==> config.mk <==
export PLATFORM = sky130hd
export DESIGN_NAME = serial_subtractor_flat
export DESIGN_NICKNAME = d
export VERILOG_FILES = /design/src/rtl/serial_sub_pkg.sv /design/src/rtl/serial_subtractor_if.sv /design/src/rtl/digit_subtractor.sv /design/src/rtl/serial_subtractor.sv /design/src/flat_wrapper.sv
export SDC_FILE = /design/constraint.sdc
export NUM_CORES = 1
export LEC_CHECK = 0
export ABC_AREA = 1
export CAP_MARGIN = 20
export CORE_MARGIN = 2
export CORE_UTILIZATION = 57
export CTS_CLUSTER_DIAMETER = 100
export DETAILED_ROUTE_END_ITERATION = 8
export HOLD_SLACK_MARGIN = 0.12
export PLACE_DENSITY = 0.85
export SLEW_MARGIN = 20
export SYNTH_ARGS = -nofsm -noshare
export SYNTH_HDL_FRONTEND = slang
export SYNTH_SLANG_ARGS = --single-unit
==> constraint.sdc <==
create_clock -name clk -period 7 [get_ports clk]
set_input_delay 1.05 -clock clk [delete_from_list [all_inputs] [get_ports clk]]
set_output_delay 1.05 -clock clk [all_outputs]
set_load 0.02 [all_outputs]
==> src/rtl/serial_sub_pkg.sv <==
// serial_sub_pkg: FSM state encoding and digit-count helper for serial_subtractor
package serial_sub_pkg;
  typedef enum logic [1:0] {IDLE, RUN, DONE} state_t;
  function automatic int ndig(input int width, input int digit_w);
    return width / digit_w;
  endfunction
endpackage

==> src/rtl/serial_subtractor_if.sv <==
// serial_subtractor_if: valid/ready operand and result bundle; ovf exists only with SERIAL_SUB_OVF_EN
interface serial_subtractor_if #(parameter int WIDTH = 32);
  logic in_valid, in_ready, bin, out_valid, out_ready, bor;
  logic [WIDTH-1:0] a, b, d;
`ifdef SERIAL_SUB_OVF_EN
  logic ovf;
  modport master(output in_valid, a, b, bin, out_ready, input in_ready, out_valid, d, bor, ovf);
  modport slave(input in_valid, a, b, bin, out_ready, output in_ready, out_valid, d, bor, ovf);
`else
  modport master(output in_valid, a, b, bin, out_ready, input in_ready, out_valid, d, bor);
  modport slave(input in_valid, a, b, bin, out_ready, output in_ready, out_valid, d, bor);
`endif
endinterface

==> src/rtl/digit_subtractor.sv <==
// digit_subtractor: combinational ripple-borrow subtractor for one digit; bmsb only with SERIAL_SUB_OVF_EN
module digit_subtractor #(parameter int DIGIT_W = 4) (
  input  logic [DIGIT_W-1:0] a_dig,
  input  logic [DIGIT_W-1:0] b_dig,
  input  logic               bin,
  output logic [DIGIT_W-1:0] d_dig,
  output logic               bout
`ifdef SERIAL_SUB_OVF_EN
  ,
  output logic               bmsb
`endif
);
  logic [DIGIT_W:0] c;
  assign c[0] = bin;
  for (genvar i = 0; i < DIGIT_W; i++) begin : g_bit
    assign d_dig[i] = a_dig[i] ^ b_dig[i] ^ c[i];
    assign c[i+1]   = (~a_dig[i] & b_dig[i]) | (~(a_dig[i] ^ b_dig[i]) & c[i]);
  end
  assign bout = c[DIGIT_W];
`ifdef SERIAL_SUB_OVF_EN
  assign bmsb = c[DIGIT_W-1];
`endif
endmodule

==> src/rtl/serial_subtractor.sv <==
// serial_subtractor: a - b - bin over WIDTH bits, DIGIT_W bits per clock, LSB digit first.
// Signed overflow output is built only when SERIAL_SUB_OVF_EN is defined.
module serial_subtractor
  import serial_sub_pkg::*;
#(
  parameter int WIDTH   = 32,
  parameter int DIGIT_W = 4
) (
  input logic clk,
  input logic rst_n,
  serial_subtractor_if.slave bus
);
  localparam int NDIG = ndig(WIDTH, DIGIT_W);
  localparam int CW   = NDIG > 1 ? $clog2(NDIG) : 1;
  if (WIDTH % DIGIT_W != 0) begin : g_bad_width
    $error("serial_subtractor: WIDTH must be a multiple of DIGIT_W");
  end
  state_t state, nxt;
  logic [CW-1:0] cnt;
  logic [WIDTH-1:0] a_sh, b_sh, r_sh, r_next, d_r;
  logic [DIGIT_W-1:0] d_dig;
  logic brw, bout, bor_r, last;
  assign last   = cnt == CW'(NDIG - 1);
  // new digit enters at the top so the LSB digit lands at bit 0 after NDIG shifts
  assign r_next = (r_sh >> DIGIT_W) | (WIDTH'(d_dig) << (WIDTH - DIGIT_W));
`ifdef SERIAL_SUB_OVF_EN
  logic bmsb, ovf_r;
  digit_subtractor #(.DIGIT_W(DIGIT_W)) u_dig (
    .a_dig(a_sh[DIGIT_W-1:0]), .b_dig(b_sh[DIGIT_W-1:0]), .bin(brw),
    .d_dig(d_dig), .bout(bout), .bmsb(bmsb)
  );
  assign bus.ovf = ovf_r;
`else
  digit_subtractor #(.DIGIT_W(DIGIT_W)) u_dig (
    .a_dig(a_sh[DIGIT_W-1:0]), .b_dig(b_sh[DIGIT_W-1:0]), .bin(brw),
    .d_dig(d_dig), .bout(bout)
  );
`endif
  assign bus.in_ready  = state == IDLE;
  assign bus.out_valid = state == DONE;
  assign bus.d         = d_r;
  assign bus.bor       = bor_r;
  always_comb begin
    nxt = state;
    if (state == IDLE && bus.in_valid) nxt = RUN;
    if (state == RUN && last) nxt = DONE;
    if (state == DONE && bus.out_ready) nxt = IDLE;
  end
  always_ff @(posedge clk or negedge rst_n)
    if (!rst_n) state <= IDLE;
    else state <= nxt;
  always_ff @(posedge clk or negedge rst_n)
    if (!rst_n) begin
      cnt   <= '0;
      a_sh  <= '0;
      b_sh  <= '0;
      r_sh  <= '0;
      brw   <= 1'b0;
      d_r   <= '0;
      bor_r <= 1'b0;
`ifdef SERIAL_SUB_OVF_EN
      ovf_r <= 1'b0;
`endif
    end else if (state == IDLE && bus.in_valid) begin
      a_sh <= bus.a;
      b_sh <= bus.b;
      brw  <= bus.bin;
      cnt  <= '0;
    end else if (state == RUN) begin
      a_sh <= a_sh >> DIGIT_W;
      b_sh <= b_sh >> DIGIT_W;
      r_sh <= r_next;
      brw  <= bout;
      cnt  <= cnt + CW'(1);
      if (last) begin
        d_r   <= r_next;
        bor_r <= bout;
`ifdef SERIAL_SUB_OVF_EN
        ovf_r <= bmsb ^ bout;
`endif
      end
    end
endmodule

==> src/flat_wrapper.sv <==
// flat-port wrapper written by rule: the top's interface ports become plain ports
module serial_subtractor_flat import serial_sub_pkg::*;
#(
  parameter int WIDTH   = 32,
  parameter int DIGIT_W = 4
)
  (clk, rst_n, bus_in_valid, bus_a, bus_b, bus_bin, bus_out_ready, bus_in_ready, bus_out_valid, bus_d, bus_bor);
  serial_subtractor_if #(.WIDTH(WIDTH)) bus_i ();
  input logic clk;
  input logic rst_n;
  input wire logic [$bits(bus_i.in_valid)-1:0] bus_in_valid;
  input wire logic [$bits(bus_i.a)-1:0] bus_a;
  input wire logic [$bits(bus_i.b)-1:0] bus_b;
  input wire logic [$bits(bus_i.bin)-1:0] bus_bin;
  input wire logic [$bits(bus_i.out_ready)-1:0] bus_out_ready;
  output wire logic [$bits(bus_i.in_ready)-1:0] bus_in_ready;
  output wire logic [$bits(bus_i.out_valid)-1:0] bus_out_valid;
  output wire logic [$bits(bus_i.d)-1:0] bus_d;
  output wire logic [$bits(bus_i.bor)-1:0] bus_bor;
  assign bus_i.in_valid = bus_in_valid;
  assign bus_i.a = bus_a;
  assign bus_i.b = bus_b;
  assign bus_i.bin = bus_bin;
  assign bus_i.out_ready = bus_out_ready;
  assign bus_in_ready = bus_i.in_ready;
  assign bus_out_valid = bus_i.out_valid;
  assign bus_d = bus_i.d;
  assign bus_bor = bus_i.bor;
  serial_subtractor #(.WIDTH(WIDTH), .DIGIT_W(DIGIT_W)) u_core (.clk(clk), .rst_n(rst_n), .bus(bus_i));
endmodule
==> flow_metrics.py <==
metrics = {
    "clock_network": {
        "htree_levels": 4,
        "cts_buffers": 17,
        "cts_tree": "yes",
        "cts_root_buffer_type": "sky130_fd_sc_hd__clkbuf_8",
        "buffer_levels_on_the_longest_clock_path": 2,
        "cts_num_sinks": 131,
        "hold_buffers": 0,
        "cts.repair_timing.setup_buffer_count": 0,
        "cts.reportedPaths.clkPinSlew_ns": 0.06,
        "clock_latency_ns": 0.51,
        "ctsResizeCount": 0,
    },
    "global_routing": {
        "maximum_number_of_pins_on_one_net_before_global_route_repair": 75,
        "grt_usage": 0.252,
        "first_global_vias": 5014,
        "antenna_found_initial": 0,
        "aggregate_global_routing_overflow": 0,
        "grt_first_pass_wirelength_um": 23000,
    },
    "min_path": {
        "hold_path_startpoint": "u_core.bus.d[1]",
        "hp-class": "reg -> reg",
        "min_delay_worst_endpoint": "u_core.bus.d[1]",
        "hold_depth": 2,
    },
    "power_and_ir_drop": {
        "irDropWorstVdd_v": 0.000163,
        "total_power_density_per_cell_area_nw_per_um2": 217,
        "p_leak_nw": 3.98,
    },
    "cells_and_area": {
        "nets": 934,
        "area_used_by_multi_input_combinational_logic_um2": 2070,
        "fill_cells": 793,
        "seq_area_um2": 3280,
        "most-common-layout-cells": "sky130_fd_sc_hd__nand2_1, sky130_fd_sc_hd__inv_1, sky130_fd_sc_hd__dfrtp_1, sky130_fd_sc_hd__nand3_1, sky130_fd_sc_hd__clkdlybuf4s50_1",
        "final_area_um2": 7710,
        "layout.core_utilization": 0.740,
        "antennaDiodeCount": 0,
        "drive_above_1_share": 0.0482,
        "final_common_cell": "sky130_fd_sc_hd__nand2_1",
        "syn_to_final_growth_pct": 25.2,
    },
    "setup_path": {
        "crit_path_start_kind": "flip-flop",
        "cp_data_required_time_ns": 5.95,
        "cp.arrival_ns": 2.51,
        "timing.setup.critical_path_class": "reg -> out",
        "reg_to_reg_startpoint": "u_core.state[0]",
        "critical_path.reg2reg.endpoint": "u_core.brw",
        "startpoint": "u_core.state[0]",
        "reg2regPathDepth": 6,
        "r2r_setup_slack_ns": 4.37,
        "path_max_fanout": 67,
        "setup.worst_path.end_class": "output port",
    },
    "synthesis": {
        "avgSynthCellArea_um2": 7.90,
        "seq_cells_post_synth": 131,
        "synth.distinct_cells": 19,
        "synthesis.nets": 854,
        "synth_top_area_share": 0.532,
        "yosys.area.top_type": "sky130_fd_sc_hd__dfrtp_1",
        "synth_sequential_area_ratio": 0.532,
        "number_of_instances_in_the_synthesized_netlist": 779,
        "top_post_synthesis_cells_by_area": "sky130_fd_sc_hd__dfrtp_1, sky130_fd_sc_hd__nand2_1, sky130_fd_sc_hd__nand3_1",
        "synth.yosys.warnings": 0,
        "synthesis.area_um2": 6160,
    },
    "placement": {
        "dp.final_hpwl_um": 8290,
        "place_area_um2": 7130,
        "globalplace.congestion": 0.803,
        "port_buffers": 103,
    },
    "floorplanning": {
        "ios": 104,
        "placementRows": 37,
        "die_h_um": 108,
        "dieWidth_um": 108,
        "design.die.area_um2": 11600,
        "start_util": 0.591,
        "core_area_um2": 10400,
    },
    "job": {
        "timing.max_cap.violations": 0,
    },
    "timing": {
        "rsz0062_at_grt": "no",
        "timing_worst_slew_pin_value_ns": 1.06,
        "post-route-period-util": 0.508,
        "setup_viol": 0,
        "clock_skew_ns": 0.00486,
        "max_freq_mhz": 281,
        "fin_tns_setup_ns": 0,
        "hold_violations": 0,
        "period_minus_slack_ns": 3.56,
        "slew_violations": 0,
        "worst_slew_margin_rel": 0.287,
    },
    "route": {
        "route.detailed.drc": 0,
        "routed_wire_length_per_instance_um": 13.3,
        "detail_route.first_pass.iterations": 6,
        "routed_wirelength_um": 13400,
        "antenna_violating_nets_post_route": 0,
        "vias_per_cell": 5.15,
        "first_iter_violations": 378,
        "num_vias": 5189,
    },
    "status": {
        "run_status": "finished, final reports clean",
    },
}
-- metrics by stage --
stage	power, W	instances	setup WS [ns]	hold WS (ns)
6_report	0.00167	1008	3.44	0.472
5_1_grt	0.00173	1008	3.34	0.502
4_1_cts	0.00168	1008	3.45	0.476
3_5_place_dp	0.000839	976	3.88	0.464
3_3_place_gp	0.000837	976	3.94	0.454
2_1_floorplan	0.000783	779	4.80	0.446
-- area by class of cell --
| type | count | share of cell area |
|---|---|---|
| Timing Repair Buffer | 107 | 0.137 |
| Inverter | 149 | 0.0726 |
| Clock inverter | 8 | 0.0131 |
| Clock buffer | 24 | 0.0610 |
| Sequential cell | 131 | 0.425 |
| Multi-Input combinational cell | 453 | 0.269 |
| Tap cell | 136 | 0.0221 |
-- worst max path at each step --
stage | cells after the start | slack [ns] | to
final | 3 | 3.44 | bus_in_ready
after global routing | 3 | 3.34 | bus_in_ready
after floorplan | 9 | 4.80 | u_core.r_sh[31]
after detailed placement | 5 | 3.88 | u_core.b_sh[25]
after CTS | 3 | 3.45 | bus_in_ready
after global placement | 5 | 3.94 | u_core.a_sh[5]
-- routing by layer --
layer,up-vias,track usage,share of wire
met5,-,0,0
met4,0,0.0742,0.016
met3,23,0.0651,0.053
met2,160,0.417,0.51
met1,2482,0.331,0.43
li1,2524,-,-
-- state kept, by name (all words and copies together) (netlist names) --
register / flops
u_core.brw: 1
u_core.b_sh: 32
u_core.r_sh: 28
u_core.bus.d: 32
u_core.cnt: 3
u_core.bus.bor: 1
u_core.a_sh: 32
u_core.state: 2
-- report_power, final --
group          switching (W)  internal, W
Sequential                 0     0.000758
Combinational      0.0000310    0.0000357
Clock               0.000314     0.000534
-- critical path, cell delays in order, from the launching register on --
cell,delay [ns]
sky130_fd_sc_hd__dfrtp_1,0.53
sky130_fd_sc_hd__nor2_4,0.15
sky130_fd_sc_hd__buf_4,0.53
sky130_fd_sc_hd__clkdlybuf4s50_1,0.73
-- kinds of logic (layout without fill, tap and decap cells) --
family,count (synthesis),in the layout,synth area share
AND/OR/NAND/NOR,378,378,0.260
AO/OA/AOI/OAI,69,69,0.0571
buffers and inverters,195,288,0.134
adder cells (fa/ha/maj),6,6,0.0171
flip-flops,131,131,0.532
-- cells in the mapped netlist, drive strengths merged --
cell type	count
nand3	124
dfrtp	131
o21a	1
nor2	3
clkbuf	11
nand2	251
inv	149
buf	35
ha	2
o21ai	68
fa	4
Power figures use the tool's default switching activity.
